==> config.mk <==
export PLATFORM = sky130hd
export DESIGN_NAME = store_drain_buffer
export DESIGN_NICKNAME = d
export VERILOG_FILES = /design/src/rtl/store_drain_buffer.sv
export SDC_FILE = /design/constraint.sdc
export NUM_CORES = 1
export LEC_CHECK = 0
export CAP_MARGIN = 30
export CELL_PAD_IN_SITES_DETAIL_PLACEMENT = 0
export CELL_PAD_IN_SITES_GLOBAL_PLACEMENT = 1
export CORE_MARGIN = 4
export CORE_UTILIZATION = 47
export CTS_BUF_LIST = sky130_fd_sc_hd__clkbuf_8
export CTS_CLUSTER_DIAMETER = 60
export DETAILED_ROUTE_END_ITERATION = 8
export GPL_ROUTABILITY_DRIVEN = 0
export PLACE_DENSITY_LB_ADDON = 0.05
export REMOVE_ABC_BUFFERS = 1
export SYNTH_ARGS = -nofsm -noshare
export SYNTH_HDL_FRONTEND = slang
export SYNTH_SLANG_ARGS = --single-unit
==> constraint.sdc <==
create_clock -name clk -period 9.65 [get_ports clk]
set_input_delay 1.4475 -clock clk [delete_from_list [all_inputs] [get_ports clk]]
set_output_delay 1.4475 -clock clk [all_outputs]
set_load 0.05 [all_outputs]
==> src/rtl/store_drain_buffer.sv <==
// Posted-write FIFO between the memory stage and data memory; loads probe it for forwarding or stall.
// Optional STORE_FWD_EN enables word-store forwarding; otherwise any matching load just stalls.
module store_drain_buffer #(
    parameter int DATA_WIDTH = 32,
    parameter int DEPTH      = 4
) (
    input  logic                      clk,
    input  logic                      rst,
    input  logic                      push_valid,
    input  logic [DATA_WIDTH-1:0]     push_addr,
    input  logic [DATA_WIDTH-1:0]     push_data,
    input  logic                      push_byte,
    output logic                      push_ready,
    input  logic                      mem_busy,
    output logic                      mem_we,
    output logic [DATA_WIDTH-1:0]     mem_addr,
    output logic [DATA_WIDTH-1:0]     mem_wd,
    output logic                      mem_byte,
    input  logic [DATA_WIDTH-1:0]     lookup_addr,
    output logic                      lookup_hit,
    output logic [DATA_WIDTH-1:0]     lookup_data,
    output logic                      lookup_conflict,
    output logic                      empty,
    output logic [$clog2(DEPTH):0]    count
);

    localparam int PW = $clog2(DEPTH);
    localparam int CW = PW + 1;
    localparam logic [DATA_WIDTH-1:0] WORD_MASK = {{(DATA_WIDTH-2){1'b1}}, 2'b00};

    logic [DATA_WIDTH-1:0] r_addr [DEPTH];
    logic [DATA_WIDTH-1:0] r_data [DEPTH];
    logic                  r_byte [DEPTH];
    logic [PW-1:0]         r_head;
    logic [PW-1:0]         r_tail;
    logic [CW-1:0]         r_count;

    logic w_push;
    logic w_pop;
    logic w_found;

    assign empty      = (r_count == '0);
    assign push_ready = (r_count != CW'(DEPTH));
    assign count      = r_count;
    assign mem_we     = !empty && !mem_busy;
    assign mem_addr   = r_addr[r_head];
    assign mem_wd     = r_data[r_head];
    assign mem_byte   = r_byte[r_head];
    assign w_push     = push_valid && push_ready;
    assign w_pop      = mem_we;

    always_ff @(posedge clk or posedge rst) begin
        if (rst) begin
            r_head  <= '0;
            r_tail  <= '0;
            r_count <= '0;
            for (int i = 0; i < DEPTH; i++) begin
                r_addr[i] <= '0;
                r_data[i] <= '0;
                r_byte[i] <= 1'b0;
            end
        end else begin
            if (w_push) begin
                r_addr[r_tail] <= push_addr;
                r_data[r_tail] <= push_data;
                r_byte[r_tail] <= push_byte;
                r_tail         <= r_tail + 1'b1;
            end
            if (w_pop) begin
                r_head <= r_head + 1'b1;
            end
            case ({w_push, w_pop})
                2'b10:   r_count <= r_count + 1'b1;
                2'b01:   r_count <= r_count - 1'b1;
                default: r_count <= r_count;
            endcase
        end
    end

`ifdef STORE_FWD_EN
    logic                  w_found_byte;
    logic [DATA_WIDTH-1:0] w_found_data;

    // Scan oldest to youngest so the youngest matching entry wins.
    always_comb begin
        w_found      = 1'b0;
        w_found_byte = 1'b0;
        w_found_data = '0;
        for (int i = 0; i < DEPTH; i++) begin
            if ((CW'(i) < r_count) &&
                (((r_addr[r_head + PW'(i)] ^ lookup_addr) & WORD_MASK) == '0)) begin
                w_found      = 1'b1;
                w_found_byte = r_byte[r_head + PW'(i)];
                w_found_data = r_data[r_head + PW'(i)];
            end
        end
    end

    assign lookup_hit      = w_found && !w_found_byte;
    assign lookup_data     = lookup_hit ? w_found_data : '0;
    assign lookup_conflict = w_found && w_found_byte;
`else
    always_comb begin
        w_found = 1'b0;
        for (int i = 0; i < DEPTH; i++) begin
            if ((CW'(i) < r_count) &&
                (((r_addr[r_head + PW'(i)] ^ lookup_addr) & WORD_MASK) == '0)) begin
                w_found = 1'b1;
            end
        end
    end

    assign lookup_hit      = 1'b0;
    assign lookup_data     = '0;
    assign lookup_conflict = w_found;
`endif

endmodule

After elaboration in Yosys (flattened, before gate mapping)
Cells that the tools add are included.
{"block": "word_totals", "register_bits": 267, "inputBits": 101, "out_inout_bits": 105, "word_cells": 88}
{"block": "op_classes", "add_sub_neg": 6, "n_lt_le_gt_ge": 10, "n_eq_ne": 3, "muxes": 30, "bitwise_logic": 9, "n_reduce_logical": 15}
{"cell": "32-bit 2-to-1 mux", "count": 11}
{"cell": "32-bit binary-select mux with 2-bit select", "count": 5}
{"cell": "128-bit bitwise mux", "count": 2}
{"cell": "32-bit zero test", "count": 4}
{"cell": "32-bit bitwise XOR", "count": 4}
{"cell": "32-bit demux with 2-bit select", "count": 1}
{"cell": "3-bit greater-or-equal comparator (second input constant)", "count": 5}
{"cell": "2-bit NOT with 3-bit output", "count": 5}
{"cell": "1-bit logical AND", "count": 7}
{"cell": "1-bit 2-to-1 mux", "count": 7}
{"cell": "1-bit by 3-bit < comparator with 1-bit output (first input constant)", "count": 2}
{"cell": "2-bit by 3-bit < comparator with 1-bit output (first input constant)", "count": 2}
{"cell": "3-bit one-hot mux with 2 select lines", "count": 1}
{"cell": "2-bit by 1-bit adder with 2-bit output (second input constant)", "count": 2}
{"cell": "2-bit adder (second input constant)", "count": 2}
{"cell": "4-bit bitwise mux", "count": 1}
{"cell": "3-bit by 1-bit adder with 3-bit output (second input constant)", "count": 1}
{"cell": "3-bit zero test", "count": 1}
{"cell": "3-bit by 1-bit < comparator with 1-bit output (second input constant)", "count": 1}
{"cell": "3-bit inequality test (second input constant)", "count": 1}
{"cell": "3-bit by 1-bit subtractor with 3-bit output (second input constant)", "count": 1}
{"cell": "1-bit binary-select mux with 2-bit select", "count": 1}
{"cell": "1-bit demux with 2-bit select", "count": 1}
{"cell": "2-bit by 1-bit equality test with 1-bit output (second input constant)", "count": 1}
{"cell": "3 further kinds", "count": 4}

Depth between registers and ports, before layout
Gate-level depths: netlist (run 1).
{"block": "logic_depth", "word_depth": 11, "depth_mapped": 12, "ltp_nobuf": 9}

Least setup slack after synthesis (run 1)
No wires, ideal clock.
{"block": "synth_timing", "kind": "input-to-output", "startpoint": "input lookup_addr[12]", "endpoint": "output lookup_conflict", "arrival_ns": 3.565, "required_ns": 8.203, "path_slack_ns": 4.638, "stages": 7, "path_buffers": 1, "path_cell_list": "clkdlybuf4s25_2 -> xor2_1 -> nor4_2 -> o2111ai_1 -> or4_1 -> or4_1 -> o211ai_1"}
{"block": "synth_between", "elab_chain_cells": 7, "word_cells_on_any_way": 16, "cone_classes": "mux (4); bitwise (4); reduce/logical (8)"}
{"element": "start, declared", "line_no": "19", "text": "input logic [DATA_WIDTH-1:0] lookup_addr,"}
{"element": "32-bit bitwise XOR", "line_no": "107", "text": "(((r_addr[r_head + PW'(i)] ^ lookup_addr) & WORD_MASK) == '0)) begin"}
{"element": "32-bit zero test", "line_no": "107"}
{"element": "1-bit logical AND", "line_no": "106", "text": "if ((CW'(i) < r_count) &&"}
{"element": "1-bit 2-to-1 mux (3 in series)", "line_no": "106"}
{"element": "1-bit 2-to-1 mux (*)", "line_no": "106"}
{"element": "end, declared", "line_no": "22", "text": "output logic lookup_conflict,"}
Every way passes the cells marked *; elsewhere a longest branch is shown, timed or not.

Final worst setup path (run 1)
{"block": "layout_timing", "startpoint": "register r_head[1]", "endpoint": "output lookup_conflict"}
{"block": "layout_between", "elab_chain_cells": 11, "word_cells_on_any_way": 35, "cone_classes": "add/sub (3); mux (16); bitwise (8); reduce/logical (8)"}
{"element": "start, declared", "line_no": "34", "text": "logic [PW-1:0] r_head;"}
{"element": "start signal, assigned", "line_no": "70", "text": "r_head <= r_head + 1'b1;"}
{"element": "2-bit by 1-bit adder with 2-bit output or 2-bit NOT with 3-bit output (tied branches)", "line_no": "107"}
{"element": "2-bit NOT with 3-bit output (implied by the code) or 32-bit binary-select mux with 2-bit select (tied branches)", "line_no": "107"}
{"element": "32-bit binary-select mux with 2-bit select or 32-bit 2-to-1 mux (tied branches)", "line_no": "107"}
{"element": "32-bit 2-to-1 mux (implied by the code)", "line_no": "107"}
{"element": "32-bit 2-to-1 mux (implied by the code) or 32-bit bitwise XOR (tied branches)", "line_no": "107"}
{"element": "32-bit bitwise XOR or 32-bit zero test (tied branches)", "line_no": "107"}
{"element": "32-bit zero test or 1-bit logical AND (tied branches)", "line_no": "107, 106"}
{"element": "1-bit logical AND or 1-bit 2-to-1 mux (tied branches)", "line_no": "106"}
{"element": "1-bit 2-to-1 mux (2 in series)", "line_no": "106"}
{"element": "1-bit 2-to-1 mux (*)", "line_no": "106"}
Every way passes the cells marked *; elsewhere a longest branch is shown, timed or not. The select of a mux whose other input is x is not followed.

==> metrics list, run 1 <==
- Largest fanout of any net on the critical path: 53
* Routed vias/inst: between 5 and 6
- Effective utilization at floorplan: 47.9%
* Setup total negative slack: 0 ns
- In the routed design, unresolved DRC markers number 0.
* Main combinational cell family by area after synthesis: multiplexers
- Adder-cell share of the synthesized area: 0.719%
* Worst-Skew Late Latency: about 0.55 ns
- CTS tree: done
* Dominant delay contributor by cell family on the critical path: buffers and inverters
* Worst-path cell with the longest stage delay: dfrtp_4
- Detailed routing inserted a total of 10,263 vias.
- The total count of hold-check failures in the final report is 0.
* Setup repair after global routing missed its margin: no
- From left edge to right edge, the die measures 191 µm.
- The detail route stage leaves a number of antenna-violating nets equal to 0.
- Share of the yosys chip area belonging to registers: 42.7%
- Wires add up to between 40,000 and 50,000 µm.
- The clock passes through at most 3 buffers.
* Antenna diode count: 0
- Mean routed wirelength per cell: 22.3 µm
* Kind of critical path: flop to output pin
* Number of levels the H-tree was split into: 2
- Crit. End Element: output pin
* Worst Path Arrival: 5.26 ns
- In this run the vertical extent of the chip is 191 µm.
* Number of violations of the max-capacitance limit: 0
* Port Buffer Count: 170
* Cell taking the most area after synthesis: dfrtp_1
- Across every metal layer, demand over resource in global routing totals about 22%.
- After Yosys synthesis, and, or, nand and nor cells account for 3.36% of the synthesized area.
- Cells with a size suffix above 1 make up roughly 32% of the layout.
- Footprint of the flip-flops and latches: 0.00669 mm²
- Met3 Usage GRT: roughly 4.3%
* Avg Cell Area, Syn: 13.2 µm²
- Main area contributors after synthesis: dfrtp_1 (43%), mux2_2 (19%), mux4_2 (11%)
* Most heavily used metal layer in global routing: met2
* Global-route met2 utilization: 36.1%
- Largest net degree at the start of global routing: approximately 140
- I/O pins: 206
- Element type at the critical path start: flop
* Run status: finished clean
- Counting both buffers and inverters, the worst setup path holds a total of 2.
- Fill cells in the final layout number 2,772.
* Worst slew margin: 40.0%
- Initial antenna violation count: 2
- Traced cell by cell, the critical path runs through buf_4 > mux2i_1 > o2bb2ai_1 > or4_1 > o221a_1 > nor4_1 > a2bb2oi_1 > o211ai_1 > clkdlybuf4s50_1.
* Number of hold buffers added after CTS: 0
* Worst Hold Slack: ~0.5 ns
- Maximum single-stage delay on the critical path: 1.03 ns
- Transition at the pin with the smallest max-transition slack: 0.900 ns
- The floorplan step defined a core boundary enclosing 0.0327 mm².
- Count of state elements after synthesis: 267
- The synthesized netlist occupies a cell area of about 0.016 mm².
* Via count of the first global-routing pass: 10,544
- Clock period minus worst slack: ~6.7 ns
* Wire length of the first global-routing pass: 62,200 µm
* DRC violation total after the first TritonRoute iteration: around 730
- Leading cell type in the layout, fill and taps excluded: mux2_2
- Fmax: 149 MHz
- For this run, the leading register cell type out of synthesis is dfrtp_1.
- On the final layout, the worst clock skew is 0.0107 ns.
* Share of the synthesized area in the top cell type: 42.7%
- Most used cells in the layout excluding fill and tap cells: mux2_2 (268), dfrtp_1 (265), clkdlybuf4s50_1 (170), mux2i_1 (127), mux4_2 (75)
- Max-slew violation count: 0
- After floorplanning, the core was divided into 66 placement rows.
- Proportion of synthesized area in mux cells: 38.4%
- TritonCTS created 49 clock buffers.
* Multi-input gate area in the final layout: 0.00838 mm²
* Count of flip-flops with a built-in enable after synthesis: 0
- Number of clock sinks: 267
* Final Setup Violations: 0
* Met1 layer usage reported by global route: 30.5%
* Total of warnings raised by yosys: 0
* Post-route clock period utilization: 69.5%
- After clock tree synthesis, the clock-pin slew on the worst setup and hold paths is approximately 0.060 ns.
- Number of distinct standard cells referenced by the synthesized netlist: 61
- Required @ worst endpoint: 8.20 ns
- Ys async rst share: 100%
* Buffer cell driving the clock tree root: clkbuf_8
- Pre-antenna DRT Iters: 5
* Layout area overhead: 18.7%
* Final Net Count: 1,433
- The worst hold path belongs to the class flop to flop.
- Hpwl dp: 27,700 µm
- Share of the synthesized netlist area taken by xor and xnor gates: 5.93%
- Post-synthesis compound-gate area fraction: 4.08%
- Number of cells upsized or downsized after cts: 0
- Gate count of the mapped netlist: 1,182
- Die outline area: 0.0363 mm²
- Post-CTS timing repair inserted 0 buffers for setup.
- Global-route congestion overflow total: 0
[cell usage after synthesis (all sizes together) (9+ instances only)]
cell type  instances
o21ai             14
clkbuf            43
nand2             27
a21oi             12
inv               13
nor3               9
mux4              76
o22ai              9
ha                 9
nor4              12
xor2              41
nor2              21
mux2i            127
xnor2             65
dfrtp            267
buf               79
mux2             269
nand4             14
[final cells by class]
| type | count | share of cell area [%] |
|---|---|---|
| Tap cell | 442 | 2.98 |
| Clock buffer | 62 | 4.59 |
| Clock inverter | 25 | 1.16 |
| Timing Repair Buffer | 182 | 9.89 |
| Inverter | 13 | 0.303 |
| Sequential cell | 267 | 36.0 |
| Multi-Input combinational cell | 810 | 45.1 |
[flip-flops by register name, indices dropped and copies added (netlist names)]
register,count
r_addr,128
count,3
r_byte,4
r_data,128
r_tail,2
r_head,2
[cell families after synthesis]
group	Yosys count
AND/OR/NAND/NOR	101
AO/OA/AOI/OAI	89
adder cells (fa/ha/maj)	9
buffers and inverters	137
other	1
multiplexers	472
XOR/XNOR	106
flip-flops	267
[path summary, 6_finish.rpt]
check                                        from                     end  slack (ns)  depth (start not counted)
setup / recovery            r_head[1]$_DFFE_PP0P_         lookup_conflict        2.95                          9
hold / removal             r_data[38]$_DFFE_PP0P_  r_data[38]$_DFFE_PP0P_        0.50                          1
setup reg to reg             count[0]$_DFFE_PP0P_   r_data[7]$_DFFE_PP0P_        6.75                          7
hold reg to reg            r_data[38]$_DFFE_PP0P_  r_data[38]$_DFFE_PP0P_        0.50                          1
max in group asynchronous                     rst   r_head[1]$_DFFE_PP0P_        6.75                          4
min in group asynchronous                     rst  r_data[37]$_DFFE_PP0P_        1.17                          2
[layer usage]
metal  wire (µm)  part of all wire (%)
met3        2300                   5.7
met5          26                 0.065
met2       19400                    48
met1       17600                    44
met4         830                   2.1
[worst register-to-register path, stage by stage, from the launching register on]
cell and delay, ns:
dfrtp_1 0.45, inv_1 0.13, ha_1 0.18, nand2_1 0.08, and2_1 0.34, nand2_4 0.40
buf_4 0.74, mux2_2 0.46
[metrics by stage]
stage / worst slack, ns / cell area (µm²) / instances / util [%]
after floorplan: -0.271 / 15100 / 1090 / -
after global placement: 3.35 / 17500 / 1713 / 53.5
after detailed placement: 3.39 / 17500 / 1713 / 53.5
after CTS: 2.94 / 18600 / 1800 / 56.7
after global routing: 2.66 / 18600 / 1801 / 56.8
final: 2.95 / 18600 / 1801 / 56.8
Power of run 1 is left out: the tool's default activity adds up to more than one toggle a clock period on the data nets, which glitch-free logic cannot reach.
==> inputs of run 2 (changes only) <==
==> constraint.sdc (replaced) <==
create_clock -name clk -period 6.8 [get_ports clk]
set_input_delay 1.02 -clock clk [delete_from_list [all_inputs] [get_ports clk]]
set_output_delay 1.02 -clock clk [all_outputs]
set_load 0.05 [all_outputs]
==> run 2 against run 1 <==
Net effect:
- register-to-register slack worse by 2.9 ns
- clock skew up 0.025 ns
- routed wire length up 0.31%
- critical path depth unchanged
- design area down 0.54%
- first-iteration DRC count down 29%
- sequential share of layout area up 0.19 points
- setup slack worse by 2.2 ns
- final cell count about the same
- non-clock buffer count up 7
- via count down 0.65%
- global-route usage up 0.59 points
==> metrics list, run 2 (same netlist as run 1, synthesis figures left out) <==
- Max Root-Sink Buffers: 3 (unchanged)
* Kind of critical path: flop to output pin (unchanged)
* Reg-to-reg critical path endpoint: r_data[13]$_DFFE_PP0P_ (was r_data[7]$_DFFE_PP0P_)
- Vias after detailed routing: 10,196 (was 10,263)
- Number of cells upsized or downsized after cts: 0 (unchanged)
- The pre-CTS worst setup slack was 1.35 ns (was 3.39 ns).
* Worst Path Arrival: 5.07 ns (was 5.26 ns)
* Run status: finished clean (unchanged)
* Clock period minus worst slack: between 6 and 7 ns
- Number of levels the H-tree was split into: 2 (unchanged)
* Number of hold buffers added after CTS: 0 (unchanged)
- Worst reg2reg path depth: 7 (unchanged)
- The global-route wire length before repair is 63,600 µm (was 62,200 µm).
- Die outline area: 0.0363 mm² (unchanged)
- CTS tree: done (unchanged)
* Final Setup Violations: 0 (unchanged)
- The final max-slew violation count is 0 (unchanged).
- Antenna diode count: 0 (unchanged)
- Derived from the worst setup path, the maximum achievable clock frequency is 164 MHz.
- Post-detailed-route count of antenna-violating nets: 0 (unchanged)
* Effective utilization at floorplan: 47.9% (unchanged)
* Element type at the critical path start: flop (unchanged)
* Most used cells in the layout excluding fill and tap cells: mux2_2 (268), dfrtp_1 (265), clkdlybuf4s50_1 (170), mux2i_1 (127), mux4_2 (75) (unchanged)
- Layout cell share with drive strength beyond 1: 32.1% (was 32.5%)
* Leading cell type in the layout, fill and taps excluded: mux2_2 (unchanged)
- Core Region: 0.0327 mm² (unchanged)
* Crit. End Element: output pin (unchanged)
- The endpoint of the worst hold-timing path was r_data[51]$_DFFE_PP0P_ (was r_data[38]$_DFFE_PP0P_).
- Via count of the first global-routing pass: 10,806 (was 10,544)
* R2r startpoint: count[0]$_DFFE_PP0P_ (unchanged)
* Source of the worst hold timing path: r_data[51]$_DFFE_PP0P_ (was r_data[38]$_DFFE_PP0P_)
- Die outline height: 191 µm (unchanged)
* Maximum clock skew at final layout: 0.0353 ns (was 0.0107 ns)
* Required @ worst endpoint: 5.78 ns (was 8.20 ns)
- Final Net Count: 1,440 (was 1,433)
- The number of optimization iterations in the first detailed-route pass came to 5 (unchanged).
- The total count of hold-check failures in the final report was 0 (unchanged).
- The number of vias per cell after detailed routing was 5.66 (was 5.70).
- The start point of the critical path is r_head[0]$_DFFE_PP0P_ (was r_head[1]$_DFFE_PP0P_).
- Number of clock sinks: 267 (unchanged)
* Final instance count without filler cells: 1,800 (was 1,801)
- The number of fillers in the final layout came to 2,819 (was 2,772).
* Tot GR Track Use: 22.6% (was 22.0%)
- The global route total overflow was 0 (unchanged).
* Rows: 66 (unchanged)
- Transition at the pin with the smallest max-transition slack: 0.905 ns (was 0.900 ns)
- The post-route worst hold slack was 0.497 ns (was 0.498 ns).
- Post-route clock period utilization: between 80% and 90%
- The post-detailed-route wirelength per cell is 22.4 µm (was 22.3 µm).
- Port Buffer Count: 170 (unchanged)
* Post-place instance area: 0.0176 mm² (was 0.0175 mm²)
* Largest net degree at the start of global routing: 102 (was 143)
- Die width: 191 µm (unchanged)
* Setup fix buffers added after clock tree synthesis: 0 (unchanged)
* Number of violations of the max-capacitance limit: 0 (unchanged)
* Worst setup slack for register-to-register paths: 3.90 ns (was 6.75 ns)
- The post-detailed-routing wire length came to 40,400 µm (was 40,200 µm).
- Setup repair after global routing missed its margin: no (unchanged).
- Hold path depth: 1 (unchanged)
- The clock-pin slew on the worst setup and hold paths came to 0.06 ns (about the same).
- The post-route DRC violation count came to 0 (unchanged).
* Largest regs: r_addr (128), r_data (128), r_byte (4) (unchanged)
- Layout area overhead: 18.0% (was 18.7%)
- Buffer cell driving the clock tree root: clkbuf_8 (unchanged)
- Hpwl dp: 28,100 µm (was 27,700 µm)
- The I/O pin count was 206 (unchanged).
- The largest fanout on the critical path was 40 (was 53).
* Total instance count after detailed placement: 1,721 (was 1,713)
- Worst-Skew Late Latency: 0.60 ns (was 0.55 ns)
* Type of the most critical hold path: flop to flop (unchanged)
* TritonCTS Buffers: 49 (unchanged)
* DRC violation total after the first TritonRoute iteration: 518 (was 728)
* Worst slew margin: 39.7% (was 40.0%)
- The final instance area is 0.0185 mm² (was 0.0186 mm²).
- Initial antenna violation count: 2 (unchanged)
* Post-route setup slack: 0.705 ns (was 2.95 ns)
[run 2: critical path, cell delays in order (launching register included)]
cell             delay (ns)
dfrtp_4                0.88
buf_4                  0.47
buf_4                  0.45
mux2i_1                0.37
xnor2_1                0.17
nand2_1                0.10
or4_1                  0.52
or4_1                  0.41
o211ai_1               0.19
clkdlybuf4s50_1        0.88
[run 2: layout make-up]
type | instances | area, µm² | share of cell area (%)
clock buffers | 58 | 798 | 4.32
clock inverters | 21 | 126 | 0.684
inverters | 13 | 56.3 | 0.305
multi-input cells | 810 | 8380 | 45.3
flip-flops and latches | 267 | 6690 | 36.2
well taps | 442 | 553 | 2.99
repair buffers | 189 | 1880 | 10.2
[run 2: worst max-delay path by stage]
stage | endpoint | slack (ns) | cells after the start
after detailed placement | lookup_conflict | 1.35 | 8
after floorplan | lookup_conflict | -2.69 | 6
after global placement | lookup_conflict | 1.29 | 8
after global routing | lookup_conflict | 0.42 | 9
after CTS | lookup_conflict | 0.70 | 9
final | lookup_conflict | 0.71 | 9
[run 2: metal layers]
layer	global-route usage (%)	share of wire (%)	up-vias
met2	37.2	48	254
met4	5.30	1.8	4
met5	0	0.062	-
met3	5.44	6.1	58
met1	30.4	44	5242
li1	-	-	4638
[run 2: stage by stage]
stage	util, %	TNS [ns]
2_1_floorplan	-	-441.90
3_3_place_gp	53.7	0
3_5_place_dp	53.7	0
4_1_cts	56.5	0
5_1_grt	56.5	0
6_report	56.5	0
Power of run 2 is left out for the same reason.
